$ cat src/rtl/serial_sub_pkg.sv
// ---------------------------------------------------------------------------
// serial_sub_pkg
//   Shared types for the bit-serial subtractor.
//   sub_state_t : controller state encoding (IDLE, SHIFT, DONE)
// ---------------------------------------------------------------------------
package serial_sub_pkg;

    typedef enum logic [1:0] {
        IDLE  = 2'd0,
        SHIFT = 2'd1,
        DONE  = 2'd2
    } sub_state_t;

endpackage

$ cat src/rtl/serial_subtractor_full_subtractor.sv
// ---------------------------------------------------------------------------
// full_subtractor
//   One-bit full subtractor cell: diff = a - b - bin.
//   a_i    in  1  minuend bit
//   b_i    in  1  subtrahend bit
//   bin_i  in  1  borrow in
//   diff_o out 1  difference bit
//   bout_o out 1  borrow out
// ---------------------------------------------------------------------------
module full_subtractor (
    input  logic a_i,
    input  logic b_i,
    input  logic bin_i,
    output logic diff_o,
    output logic bout_o
);

    assign diff_o = a_i ^ b_i ^ bin_i;
    assign bout_o = (~a_i & b_i) | (~(a_i ^ b_i) & bin_i);

endmodule

$ cat src/rtl/serial_subtractor.sv
// ---------------------------------------------------------------------------
// serial_subtractor
//   Bit-serial subtractor, LSB first: diff = a - b - borrow_in (mod 2^WIDTH),
//   one bit per clock through a single full_subtractor cell and a borrow FF.
//   clk_i      in  1      clock, rising edge
//   rst_ni     in  1      asynchronous active-low reset
//   start_i    in  1      request (accepted in IDLE, or on the edge leaving DONE)
//   a_i        in  WIDTH  minuend, captured on accept
//   b_i        in  WIDTH  subtrahend, captured on accept
//   borrow_i   in  1      borrow-in, captured on accept
//   busy_o     out 1      high while shifting (WIDTH cycles)
//   done_o     out 1      one-cycle result-valid pulse
//   diff_o     out WIDTH  result, held until the next operation completes
//   borrow_o   out 1      final borrow-out (unsigned underflow)
//   overflow_o out 1      signed overflow
//
//   state | meaning
//   IDLE  | waiting for start_i
//   SHIFT | one result bit per edge, WIDTH edges
//   DONE  | result just published, done_o high for one cycle
// ---------------------------------------------------------------------------
module serial_subtractor
    import serial_sub_pkg::*;
#(
    parameter int WIDTH = 8
) (
    input  logic             clk_i,
    input  logic             rst_ni,
    input  logic             start_i,
    input  logic [WIDTH-1:0] a_i,
    input  logic [WIDTH-1:0] b_i,
    input  logic             borrow_i,
    output logic             busy_o,
    output logic             done_o,
    output logic [WIDTH-1:0] diff_o,
    output logic             borrow_o,
    output logic             overflow_o
);

    localparam int CW = $clog2(WIDTH);
    localparam logic [CW-1:0] CNT_LAST = CW'(WIDTH - 1);

    sub_state_t       state_q, state_d;
    logic [CW-1:0]    cnt_q, cnt_d;
    logic [WIDTH-1:0] a_sr_q, a_sr_d;
    logic [WIDTH-1:0] b_sr_q, b_sr_d;
    logic [WIDTH-1:0] res_q, res_d;
    logic             bf_q, bf_d;
    logic             a_sign_q, a_sign_d;
    logic             b_sign_q, b_sign_d;
    logic [WIDTH-1:0] diff_q, diff_d;
    logic             borrow_q, borrow_d;
    logic             ovf_q, ovf_d;

    logic cell_d;
    logic cell_bout;

    full_subtractor u_cell (
        .a_i    (a_sr_q[0]),
        .b_i    (b_sr_q[0]),
        .bin_i  (bf_q),
        .diff_o (cell_d),
        .bout_o (cell_bout)
    );

    always_comb begin
        state_d  = state_q;
        cnt_d    = cnt_q;
        a_sr_d   = a_sr_q;
        b_sr_d   = b_sr_q;
        res_d    = res_q;
        bf_d     = bf_q;
        a_sign_d = a_sign_q;
        b_sign_d = b_sign_q;
        diff_d   = diff_q;
        borrow_d = borrow_q;
        ovf_d    = ovf_q;

        case (state_q)
            // DONE shares the accept path with IDLE so back-to-back
            // operations run every WIDTH+1 cycles.
            IDLE, DONE: begin
                state_d = IDLE;
                if (start_i) begin
                    state_d  = SHIFT;
                    a_sr_d   = a_i;
                    b_sr_d   = b_i;
                    bf_d     = borrow_i;
                    cnt_d    = '0;
                    a_sign_d = a_i[WIDTH-1];
                    b_sign_d = b_i[WIDTH-1];
                end
            end
            SHIFT: begin
                a_sr_d = a_sr_q >> 1;
                b_sr_d = b_sr_q >> 1;
                res_d  = {cell_d, res_q[WIDTH-1:1]};
                bf_d   = cell_bout;
                cnt_d  = cnt_q + CW'(1);
                if (cnt_q == CNT_LAST) begin
                    state_d  = DONE;
                    cnt_d    = '0;
                    // Publish on the final bit so the held outputs change
                    // exactly once per operation.
                    diff_d   = {cell_d, res_q[WIDTH-1:1]};
                    borrow_d = cell_bout;
                    ovf_d    = (a_sign_q != b_sign_q) && (cell_d != a_sign_q);
                end
            end
            default: state_d = IDLE;
        endcase
    end

    always_ff @(posedge clk_i or negedge rst_ni) begin
        if (!rst_ni) begin
            state_q  <= IDLE;
            cnt_q    <= '0;
            a_sr_q   <= '0;
            b_sr_q   <= '0;
            res_q    <= '0;
            bf_q     <= 1'b0;
            a_sign_q <= 1'b0;
            b_sign_q <= 1'b0;
            diff_q   <= '0;
            borrow_q <= 1'b0;
            ovf_q    <= 1'b0;
        end else begin
            state_q  <= state_d;
            cnt_q    <= cnt_d;
            a_sr_q   <= a_sr_d;
            b_sr_q   <= b_sr_d;
            res_q    <= res_d;
            bf_q     <= bf_d;
            a_sign_q <= a_sign_d;
            b_sign_q <= b_sign_d;
            diff_q   <= diff_d;
            borrow_q <= borrow_d;
            ovf_q    <= ovf_d;
        end
    end

    assign busy_o     = (state_q == SHIFT);
    assign done_o     = (state_q == DONE);
    assign diff_o     = diff_q;
    assign borrow_o   = borrow_q;
    assign overflow_o = ovf_q;

endmodule

$ cat config.mk
export PLATFORM = sky130hd
export DESIGN_NAME = serial_subtractor
export DESIGN_NICKNAME = d
export VERILOG_FILES = /design/src/rtl/serial_sub_pkg.sv /design/src/rtl/serial_subtractor_full_subtractor.sv /design/src/rtl/serial_subtractor.sv
export SDC_FILE = /design/constraint.sdc
export NUM_CORES = 1
export LEC_CHECK = 0
export ABC_AREA = 0
export ABC_CLOCK_PERIOD_IN_PS = 1400
export BUFFER_PORTS_ARGS = -buffer_cell sky130_fd_sc_hd__buf_2
export CAP_MARGIN = 30
export CORE_MARGIN = 4
export CORE_UTILIZATION = 47
export CTS_CLUSTER_DIAMETER = 150
export CTS_CLUSTER_SIZE = 40
export DETAILED_ROUTE_END_ITERATION = 8
export GPL_TIMING_DRIVEN = 0
export PLACE_DENSITY = 0.7
export SLEW_MARGIN = 10
export SYNTH_ARGS = -nofsm -noshare
export SYNTH_HDL_FRONTEND = slang
export SYNTH_HIERARCHICAL = 1
export SYNTH_SLANG_ARGS = --single-unit
export TNS_END_PERCENT = 5
$ cat constraint.sdc
create_clock -name clk_i -period 1.4 [get_ports clk_i]
set_input_delay 0.28 -clock clk_i [delete_from_list [all_inputs] [get_ports clk_i]]
set_output_delay 0.28 -clock clk_i [all_outputs]
set_load 0.05 [all_outputs]
== Word-level counts from Yosys, hierarchy flattened ==
Cells that the tools add are included.
Widths: inputs -> output; s select.

* Word-level logic and storage cells: 45
* Output and inout bits: 12
* Input bits: 20
* Register bits: 42

* Bitwise operators: 7
* Reductions and logical operators: 7
* Equality and inequality tests: 7
* Mux-type cells: 12
* $add $sub $neg: 1

{| class="wikitable"
|+ Operators with widths
! cell !! count
|-
| $pmux 8 s2 || 2
|-
| $mux 8 || 2
|-
| $mux 3 || 2
|-
| $pmux 3 s2 || 1
|-
| $reduce_and 2->1 || 3
|-
| $pmux 2 s2 || 1
|-
| $add 3x1->3 const B || 1
|-
| $eq 3x3->1 const B || 1
|-
| $and 1x1->1 || 2
|-
| $eq 2x1->1 const B || 1
|-
| $eq 2x2->1 const B || 1
|-
| $logic_not 2->1 || 1
|-
| $mux 1 || 2
|-
| $mux 2 || 1
|-
| $ne 1x1->1 || 2
|-
| $ne 2x1->1 const B || 1
|-
| $ne 2x2->1 const B || 1
|-
| $not 1->1 || 2
|-
| $pmux 1 s2 || 1
|-
| $reduce_bool 2->1 || 1
|-
| $reduce_or 2->1 || 1
|-
| $xor 1x1->1 || 2
|-
| $logic_and 1x1->1 || 1
|-
| $or 1x1->1 || 1
|}

== Depth between registers and ports, before layout ==
* Word-level depth: 5
* Mapped depth: 6
* Mapped depth without buffers: 5

== Modules after synthesis ==
Netlist, hierarchy kept.

{| class="wikitable"
|+ Modules (own cells, without submodules)
! module !! instances !! sequential area each (um^2) !! cells an instance !! area an instance (um^2)
|-
| serial_subtractor || 1 || 1026.0 || 170 || 1704.1
|-
| full_subtractor || 1 || 0.0 || 4 || 31.3
|}

== Least setup slack after synthesis ==
Ideal clock, no wire load.

* Kind: register to register
* Start: register cnt_q[0]
* End: register borrow_q, in the netlist borrow_o
* Period minus slack after synthesis: 1524 ps
* Path slack: -124 ps
* Path buffers: 1
* Cell stages (with the launch flop): 6
* Data required time: 1275 ps
* Arrival: 1400 ps
* Setup time: 125 ps
* Cell sequence: dfrtp_1 > ha_1 > ha_1 > nand3b_1 > buf_4 > mux2_2

* Cells in the longest elaborated chain, start to end: 2

{| class="wikitable"
|+ Ends and longest elaborated chain
! element !! RTL line !! RTL
|-
| start: declaration || serial_subtractor.sv:44 || <nowiki>logic [CW-1:0] cnt_q, cnt_d;</nowiki>
|-
| start signal: assignment || serial_subtractor.sv:129 || <nowiki>cnt_q <= cnt_d;</nowiki>
|-
| $eq 3x3->1 || serial_subtractor.sv:100 || <nowiki>if (cnt_q == CNT_LAST) begin</nowiki>
|-
| $reduce_and 2->1 (no line) || n/a ||
|-
| end signal: assignment || serial_subtractor.sv:137 || <nowiki>borrow_q <= borrow_d;</nowiki>
|-
| end: declaration || serial_subtractor.sv:52 || <nowiki>logic borrow_q, borrow_d;</nowiki>
|}

No other way between the ends.
A chain may end at the register's enable or synchronous reset.

== Worst setup path in the final report ==
* Start: register cnt_q[0]
* End: register diff_q[5], in the netlist diff_o[5]

* Cells in the longest elaborated chain, start to end: 2

{| class="wikitable"
|+ Ends and longest elaborated chain
! element !! RTL line !! RTL
|-
| $eq 3x3->1 || serial_subtractor.sv:100 ||
|-
| $reduce_and 2->1 (no line) || n/a ||
|-
| end signal: assignment || serial_subtractor.sv:136 || <nowiki>diff_q <= diff_d;</nowiki>
|-
| end: declaration || serial_subtractor.sv:51 || <nowiki>logic [WIDTH-1:0] diff_q, diff_d;</nowiki>
|}

No other way between the ends.

==> metrics.yaml <==
holdWs_ns: 0.2090
combPwrFrac: 0.468
syn_area_um2: 1735
hold_path.class: "input pin to register"
yosysSeqAreaShare: 0.5912
setup_viol: 11
ant_nets: 0
maxCapViolCount: 0
grt_use_total: 0.1793
p_clk_frac: 0.169
drive_gt1_frac: 0.3032
critPathArrivalTime_ns: 1.67
startpoint: "cnt_q[0]"
synthTopCellsByArea: "dfrtp_1 (59%), nand2_1 (13%), mux2_2 (5.8%), a31oi_1 (5.4%), nor2_1 (3.5%)"
startpoint_type: "register"
worst_pin_slew_ns: 0.4345
cts_tree: "built"
grt_pass1_vias: 1355
postRouteWirelength_um: 3714
pwr-share-seq: 0.362
power_leakage_uw: 0.001136
ys_seq_elements: 41
cp_slowest_cell: "dfrtp_1"
synth_cells: 174
criticalPathCategory: "register to register"
syn-num-nets: 197
max_slew_margin: 0.7103
power_density_nw_per_um2: 2608
synth_edf_count: 0
place_congestion: 0.7800
design_area_um2: 2235
fp-row-count: 21
regToRegStartpoint: "cnt_q[0]"
path_cells: "ha_2, ha_4, nand3b_1, buf_6, mux2_4"
max_stage_delay_ns: 0.39
root_buffer: "clkbuf_8"
crit_buf_inv: 1
io_pins: 32
area_growth_pct: 28.77
start_util: 0.5042
finalClockSkew_ns: 0.007811
antenna_found_initial: 0
path_delay_family: "flip-flops"
viasPerCell: 5.116
antenna_cells: 0
dieWidth_um: 68.77
violations: "setup timing"
ff2ff_setup_slack_ns: -0.09
yosysTopAreaCell: "dfrtp_1"
nFillCells: 278
ir_drop_mv: 0.9698
clk_latency_ns: 0.29
hold_start: "a_i[7]"
drt_iter0_markers: 85
switching_share: 0.4121
switchingPower_uw: 2401
cell_internal_pwr_uw: 3426
dpl.hpwl_um: 2606
rsz0062_at_grt: "yes"
status: "complete, but fails checks"
die_h_um: 68.77
cp.required_ns: 1.58
yosys_most_used_dff: "dfrtp_1"
setup_ws_ns: -0.08982
synth_top_cells_by_count: "nand2_1 (58), dfrtp_1 (41), nor2_1 (16), a31oi_1 (15), mux2_2 (9)"
cts_sinks: 41
clk_pin_slew_worst_paths_ns: 0.08
htreeDepth: 2
synth_cell_type_count: 22
core-area_um2: 3442
fin_crit_sh: 1.064
synth_top_area_share: 0.5912
hold_viol: 0
yosysMostFrequentCell: "nand2_1"
nNetsFinal: 243
drc: 0
grt_overflow_total: 0
die_area_um2: 4729
max-clock-path-buffers: 2
worstSetupEndpointType: "register"
cp_max_fo: 5
dr_total_vias: 1366
finalCriticalPeriod_ns: 1.490
syn-mean-instance-area_um2: 9.974
slew_violations: 0
routedWlPerCell_um: 13.91
async_reset_ff_frac: 1.000
synth_warnings: 6
cts_made_buffers: 5
dpl_cell_area_um2: 1993
portBuffers: 31
dr.pass1.iters: 4
grt_max_degree: 42
fmax_ghz: 0.6712
grt_first_pass_wirelength_um: 6189
cell families after synthesis:
group,share of synthesized area
AO/OA/AOI/OAI,0.08796
buffers and inverters,0.04686
flip-flops,0.5912
AND/OR/NAND/NOR,0.1896
adder cells (fa/ha/maj),0.02595
multiplexers,0.05840
layout make-up:
class	instances	area (um^2)	area share
tap	46	57.56	0.02576
timing repair buffer	39	250.2	0.1120
buffer	10	71.32	0.03191
clock inverter	2	37.54	0.01680
multi-input combinational	117	686.9	0.3074
inverter	6	22.52	0.01008
sequential	41	1026	0.4591
clock buffer	6	82.58	0.03695
registers in the layout, summed over array words and instances (netlist names):
| name | count |
|---|---|
| bf_q | 1 |
| a_sign_q | 1 |
| overflow_o | 1 |
| borrow_o | 1 |
| cnt_q | 3 |
| a_sr_q | 8 |
| diff_o | 8 |
| b_sr_q | 8 |
| res_q | 7 |
| state_q | 2 |
| b_sign_q | 1 |
path summary, 6_finish.rpt:
path                            cells after the start         to
worst max register to register                      5  diff_o[5]
max in group asynchronous                           3  diff_o[5]
worst max-delay path                                5  diff_o[5]
worst min-delay path                                3   a_sign_q
min in group asynchronous                           2   res_q[3]
worst min register to register                      2   res_q[1]
stage by stage:
step | setup WS (ns) | util | cells | TNS, ns | power, uW
after CTS | -0.09121 | 0.6380 | 265 | -0.8575 | 5842
after global placement | -0.1084 | 0.5791 | 251 | -0.7813 | 4514
after detailed placement | -0.1227 | 0.5791 | 251 | -0.9211 | 4664
after global routing | -0.1622 | 0.6492 | 267 | -1.650 | 6251
after floorplan | -0.03334 | - | 174 | -0.2334 | 4021
final | -0.08982 | 0.6492 | 267 | -0.8240 | 5827
power groups by stage:
stage / combinational (uW) / sequential (uW) / clock, uW
2_1_floorplan: 1470 / 2550 / 0
3_3_place_gp: 2420 / 2090 / 0
3_5_place_dp: 2540 / 2130 / 0
4_1_cts: 2730 / 2110 / 1000
5_1_grt: 3000 / 2190 / 1060
6_report: 2730 / 2110 / 986
per-layer routing:
metal | track usage | wire length [um] | vias to the layer above
li1 | - | - | 659
met1 | 0.2277 | 1622 | 662
met2 | 0.2837 | 1809 | 37
met3 | 0.04700 | 203 | 8
met4 | 0.08759 | 78 | 0
met5 | 0 | 0 | -
cells in the final DEF, fill, tap and decap left out, types with 2 or more instances in the layout:
cell	count
a22o_1	3
a31oi_1	15
buf_2	32
buf_4	6
buf_6	5
clkbuf_1	2
clkbuf_8	6
dfrtp_1	41
inv_1	6
mux2_4	9
nand2_1	58
nor2_1	15
nor2b_1	3
what timing repair did:
item	4_1_cts	5_1_grt
endpoints found under the setup margin	10	14
resized for setup	11	4
hold buffers	0	1
gates cloned	1	0
buffers inserted	5	0
pin swaps	1	0
endpoints found under the hold margin	0	3
worst reg2reg max path, stage by stage (launching register included):
cell	delay, ns
dfrtp_1	0.39
ha_2	0.20
ha_4	0.15
nand3b_1	0.17
buf_6	0.17
mux2_4	0.30
Power figures use the tool's default switching activity.
